### src/rtl/timer_run_controller.sv
// Microwave timer run controller: keypad MM:SS entry, 1 Hz BCD countdown,
// pause/clear handling, done hold, timer source-select and magnetron enable.
module timer_run_controller #(
    parameter int DONE_TICKS = 3,
    parameter int TICK_W     = 2
) (
    input  logic       clk,
    input  logic       rst,
    input  logic       tick_1hz,
    input  logic       key_valid,
    input  logic [3:0] key_digit,
    input  logic       start,
    input  logic       stop_clear,
    input  logic       door_closed,
    output logic       load_sel,
    output logic [3:0] min_tens,
    output logic [3:0] min_ones,
    output logic [3:0] sec_tens,
    output logic [3:0] sec_ones,
    output logic       mag_on,
    output logic       done
);

    typedef enum logic [1:0] {
        ST_IDLE,
        ST_RUN,
        ST_PAUSED,
        ST_DONE
    } state_t;

    typedef struct packed {
        logic [3:0] min_tens;
        logic [3:0] min_ones;
        logic [3:0] sec_tens;
        logic [3:0] sec_ones;
    } bcd_time_t;

    localparam logic [TICK_W-1:0] HOLD_LAST = TICK_W'(DONE_TICKS - 1);

    state_t            state;
    state_t            state_next;
    bcd_time_t         digits;
    bcd_time_t         digits_next;
    bcd_time_t         digits_dec;
    bcd_time_t         digits_shift;
    logic [TICK_W-1:0] hold_cnt;
    logic [TICK_W-1:0] hold_next;
    logic              key_ok;
    logic              time_zero;
    logic              dec_zero;
    logic              door_open;

    assign key_ok    = key_valid && (key_digit <= 4'd9);
    assign time_zero = (digits == '0);
    assign dec_zero  = (digits_dec == '0);
    assign door_open = !door_closed;

    // Keypad entry shifts the display left; the old minutes-tens digit falls off.
    assign digits_shift = '{
        min_tens: digits.min_ones,
        min_ones: digits.sec_tens,
        sec_tens: digits.sec_ones,
        sec_ones: key_digit
    };

    // One-second BCD decrement. A borrow into the seconds tens reloads 5, so an
    // entered 60-99 seconds field still counts down through its own values.
    always_comb begin
        // NOTE: every combinational output gets a default first so no path leaves it unassigned and infers a latch.
        digits_dec = digits;
        if (digits.sec_ones != 4'd0) begin
            digits_dec.sec_ones = digits.sec_ones - 4'd1;
        end else begin
            digits_dec.sec_ones = 4'd9;
            if (digits.sec_tens != 4'd0) begin
                digits_dec.sec_tens = digits.sec_tens - 4'd1;
            end else begin
                digits_dec.sec_tens = 4'd5;
                if (digits.min_ones != 4'd0) begin
                    digits_dec.min_ones = digits.min_ones - 4'd1;
                end else begin
                    digits_dec.min_ones = 4'd9;
                    digits_dec.min_tens = digits.min_tens - 4'd1;
                end
            end
        end
    end

    always_comb begin
        state_next  = state;
        digits_next = digits;
        hold_next   = hold_cnt;

        unique case (state)
            ST_IDLE: begin
                if (stop_clear) begin
                    digits_next = '0;
                end else if (start && door_closed && !time_zero) begin
                    state_next = ST_RUN;
                end else if (key_ok) begin
                    digits_next = digits_shift;
                end
            end

            ST_RUN: begin
                if (stop_clear || door_open) begin
                    state_next = ST_PAUSED;
                end else if (tick_1hz) begin
                    // Zero time never reaches RUN; the guard keeps the count from wrapping regardless.
                    if (time_zero || dec_zero) begin
                        digits_next = '0;
                        state_next  = ST_DONE;
                        hold_next   = '0;
                    end else begin
                        digits_next = digits_dec;
                    end
                end
            end

            ST_PAUSED: begin
                if (stop_clear) begin
                    state_next  = ST_IDLE;
                    digits_next = '0;
                end else if (start && door_closed) begin
                    state_next = ST_RUN;
                end
            end

            ST_DONE: begin
                digits_next = '0;
                if (stop_clear || door_open) begin
                    state_next = ST_IDLE;
                    hold_next  = '0;
                end else if (tick_1hz) begin
                    if (hold_cnt == HOLD_LAST) begin
                        state_next = ST_IDLE;
                        hold_next  = '0;
                    end else begin
                        hold_next = hold_cnt + 1'b1;
                    end
                end
            end

            default: begin
                state_next  = ST_IDLE;
                digits_next = '0;
                hold_next   = '0;
            end
        endcase
    end

    always_ff @(posedge clk) begin
        // NOTE: registered state uses non-blocking assignments so every flop samples pre-edge values.
        if (rst) begin
            state    <= ST_IDLE;
            digits   <= '0;
            hold_cnt <= '0;
        end else begin
            state    <= state_next;
            digits   <= digits_next;
            hold_cnt <= hold_next;
        end
    end

    // The door term is deliberately combinational so the magnetron drops the moment the door opens.
    assign load_sel = (state == ST_RUN);
    assign mag_on   = load_sel && door_closed;
    assign done     = (state == ST_DONE);

    assign min_tens = digits.min_tens;
    assign min_ones = digits.min_ones;
    assign sec_tens = digits.sec_tens;
    assign sec_ones = digits.sec_ones;

endmodule

### config.mk
export PLATFORM = sky130hd
export DESIGN_NAME = timer_run_controller
export DESIGN_NICKNAME = d
export VERILOG_FILES = /design/src/rtl/timer_run_controller.sv
export SDC_FILE = /design/constraint.sdc
export NUM_CORES = 1
export LEC_CHECK = 0
export CORE_UTILIZATION = 46
export DETAILED_ROUTE_END_ITERATION = 8
export PLACE_DENSITY = 0.79
export SKIP_LAST_GASP = 1
export SLEW_MARGIN = 20
export SYNTH_ARGS = -nofsm -noshare
export SYNTH_HDL_FRONTEND = slang
export SYNTH_SLANG_ARGS = --single-unit
export TNS_END_PERCENT = 5
### constraint.sdc
create_clock -name clk -period 2.1 [get_ports clk]
set_input_delay 0.525 -clock clk [delete_from_list [all_inputs] [get_ports clk]]
set_output_delay 0.525 -clock clk [all_outputs]
set_load 0.005 [all_outputs]
==> results_dict.tcl <==
set metrics [dict create \
    critPathRequiredTime_ps 2290 \
    drt_iter0_markers 117 \
    share_comb_of_total_power_pct 48.6 \
    globalRouteTotalUtil_pct 29.7 \
    min-delay-path-class "reg -> reg" \
    critical_path.startpoint_type "flip-flop" \
    drt_pre_antenna_iters 8 \
    route.vias.total 1679 \
    setup.worst_path.class "reg -> reg" \
    clock_tree_from_tritoncts "done" \
    yosys_warnings 0 \
    grt_first_pass_wirelength_mm 7.80 \
    report.final.setup_viol 12 \
    timing.slew.headroom_pct 52.8 \
    hold_path_depth 2 \
    finalWorstSetupSlack_ps -78.9 \
    synth.area.mux_share_pct 4.35 \
    post-synth-top-area-fraction_pct 27.8 \
    timing.fmax_mhz 459 \
    synth.cells.most_frequent "21 x nand2_1, 20 x dfxtp_1, 20 x nor2_1, 10 x nor3_1, 9 x o21ai_0" \
    slew_violations 0 \
    synthToLayoutAreaGrowth_pct 46.3 \
    post_route_cells_drive_above_1_share_pct 26.7 \
    synth_adder_area_share_pct 1.74 \
    cellPowerDensity_nw_per_um2 607 \
    cts-buffers-inserted 3 \
    dpl.hpwl_mm 3.43 \
    synth_top_family_by_area "simple AND/OR/NAND/NOR gates" \
    number_of_max_capacitance_violations_reported 0 \
    die-area_sq_um 3360 \
    cts-hold-fix-buffers 0 \
    status "complete, but fails checks" \
    arrival_ps 2370 \
    antenna_left 0 \
    clock_sink_count 20 \
    clk_pin_slew_ps 120 \
    crit_path_max_incr_delay_ps 540 \
    power.net_switching_mw 0.445 \
    total_global_routing_overflow 0 \
    ys_types 55 \
    synthXorXnorAreaFrac_pct 1.22 \
    floorplan.initialDensity_pct 50.4 \
    power_frac_seq_pct 33.5 \
    synth_nets 193 \
    ctsHtreeMaxLevel 1 \
    grt_setup_unrepaired "true" \
    synth.most_common_cell "nand2_1" \
    period_share_pct 104 \
    post_synth_inst_count 180 \
    vias_per_cell 6.04 \
    routedWlPerCell_um 16.6 \
    cpLargestDelayFamily "simple AND/OR/NAND/NOR gates" \
    finalClockSkew_ps 11.9 \
    synth_compound_area_share_pct 25.7 \
    finalWorstPathRequiredPeriod_ps 2180 \
    worstSetupPathDepth 8 \
    synth_simple_gate_area_share_pct 32.6 \
    num_io_pins 30 \
    synth_edf_count 0 \
    num_antenna_cells 0 \
    stdcell_count 278 \
    timing.critical_path.cells "or4_4 > nor3_4 > nand2b_2 > buf_4 > a221oi_4 > buf_12 > mux2i_1 > o22ai_1" \
    failed_checks "DRC, setup timing" \
    synth_top_area_cell "dfxtp_1" \
    place_inst 271 \
    num-nets-final 261 \
    worstMarginPinSlew_ps 705 \
    crit_slowest_cell "or4_4" \
    buffer_ports.inserted 29 \
    core-area_sq_um 2850 \
    syn_area_sq_um 1440 \
    vertical_extent_of_the_die_um 57.9 \
    cts_root_buffer "clkbuf_4" \
    floorplan.rows 19 \
    netSwitchingFraction_pct 34.8 \
    post_synth.cell_area_avg_sq_um 7.99 \
    place_ws_ps -318 \
    worstRegToRegCells 8 \
    worst_setup_path_end_kind "flip-flop" \
    post-route-drc-count 3 \
    ir_drop_v 0.000430 \
    gp_routability_congestion 0.921 \
    ys.flop_type "dfxtp_1" \
    final_core_util_pct 73.8 \
    critical_path.max_fanout 13 \
    crit_path_buf_inv_count 2 \
    antenna_found_initial 0 \
    clk_latency_ps 310 \
    static-leakage-power_nw 0.836 \
    largest_net_degree_at_the_start_of_global_routing 14 \
    synth_async_sr_flop_share_pct 0 \
    die_w_um 57.9 \
    grt_pass1_vias 1683 \
    synth.area.top_cells "dfxtp_1 28%, nand2_1 5.5%, nor2_1 5.2%" \
    power.internal_mw 0.832 \
    hold_viol 0 \
    synth-seq-cells 20 \
    wirelength_mm 4.61 \
    power.clock.fraction_pct 17.9 \
    cts_buffer_depth 2 \
    synth.yosys.seq_area_share_pct 27.8 \
]
==> path summary, 6_finish.rpt <==
| check | from | to | slack, ps |
|---|---|---|---|
| setup / recovery | sec_tens[1] | min_ones[3] | -80 |
| hold / removal | min_tens[1] | min_tens[1] | 550 |
| setup reg to reg | sec_tens[1] | min_ones[3] | -80 |
| hold reg to reg | min_tens[1] | min_tens[1] | 550 |
==> state kept, by name, summed over array words and instances (netlist names) <==
register / cells
sec_ones: 4
hold_cnt: 2
min_tens: 4
state: 2
min_ones: 4
sec_tens: 4
==> layout by cell type, fill, tap and decap left out, types with 2 or more instances in the layout <==
master           Yosys  routed
buf_4                2      42
clkdlybuf4s50_1      0      28
nand2_1             21      21
nor2_1              20      20
dfxtp_1             20      20
nor3_1              10      10
o21ai_0              9       9
nand3_1              6       6
or3_1                6       6
a21oi_1              5       5
mux2i_1              4       4
o31ai_1              4       4
inv_1                3       3
and2_1               3       3
nand3b_1             3       3
nor4_1               3       3
a2bb2oi_1            3       3
o211ai_1             3       3
a31oi_1              3       3
a221oi_1             4       3
clkbuf_4             0       3
buf_12               0       3
nand4_1              2       2
xor2_1               2       2
a311oi_1             2       2
o22ai_1              2       2
a211oi_1             2       2
mux2_2               2       2
a221oi_2             1       2
ha_1                 2       2
==> cell families after synthesis <==
| logic type | Yosys count |
|---|---|
| and+or+nand+nor | 88 |
| xor gates and xnor gates | 2 |
| adders and majority gates | 2 |
| buffers and inverters | 14 |
| DFF | 20 |
| AOI/OAI and AO/OA | 48 |
| muxes | 6 |
==> stage by stage <==
stage               TNS (ps)  hold slack [ps]  total power, mW  area (sq um)
floorplan              -8.46              496            0.750          1440
detailed placement     -3780              526             1.02          2020
global route           -2090              589             1.35          2100
finish                  -439              550             1.28          2100
CTS                     -340              546             1.27          2100
global placement       -2740              513            0.997          2020
==> final cells by class <==
| type | count | area (sq um) |
|---|---|---|
| Fill cell | 219 | 748 |
| Sequential cell | 20 | 400 |
| Clock buffer | 4 | 36.3 |
| Inverter | 3 | 11.3 |
| Tap cell | 31 | 38.8 |
| Timing Repair Buffer | 74 | 664 |
| Multi-Input combinational cell | 146 | 953 |
==> power by group through the flow <==
stage / clock network, mW / registers [mW] / logic, mW
floorplan: 0 / 0.446 / 0.303
global placement: 0 / 0.433 / 0.563
detailed placement: 0 / 0.435 / 0.583
CTS: 0.230 / 0.426 / 0.609
global route: 0.256 / 0.431 / 0.663
finish: 0.229 / 0.427 / 0.620
==> worst register-to-register path: cells and delay by family, from the launching register on <==
| family | cells | cell delay, ps |
|---|---|---|
| buffers and inverters | 2 | 330 |
| flip-flops | 1 | 350 |
| AND/OR/NAND/NOR | 3 | 810 |
| AO/OA/AOI/OAI | 2 | 380 |
| multiplexers | 1 | 200 |
==> routing by layer <==
| metal | wire length, um | GRT usage, % | vias up | share of wire [%] |
|---|---|---|---|---|
| li1 | - | - | 810 | - |
| met1 | 2020 | 39.2 | 781 | 44 |
| met2 | 2170 | 48.6 | 73 | 47 |
| met3 | 312 | 3.79 | 15 | 6.8 |
| met4 | 113 | 12.6 | 0 | 2.5 |
| met5 | 0 | 0 | - | 0 |
==> what timing repair did <==
item	in CTS	in global routing
resized for setup	3	1
setup endpoints to repair	13	21
pin swaps	1	0
hold endpoints to repair	0	0
cloned	0	0
setup buffers	3	0
Power figures use the tool's default switching activity.
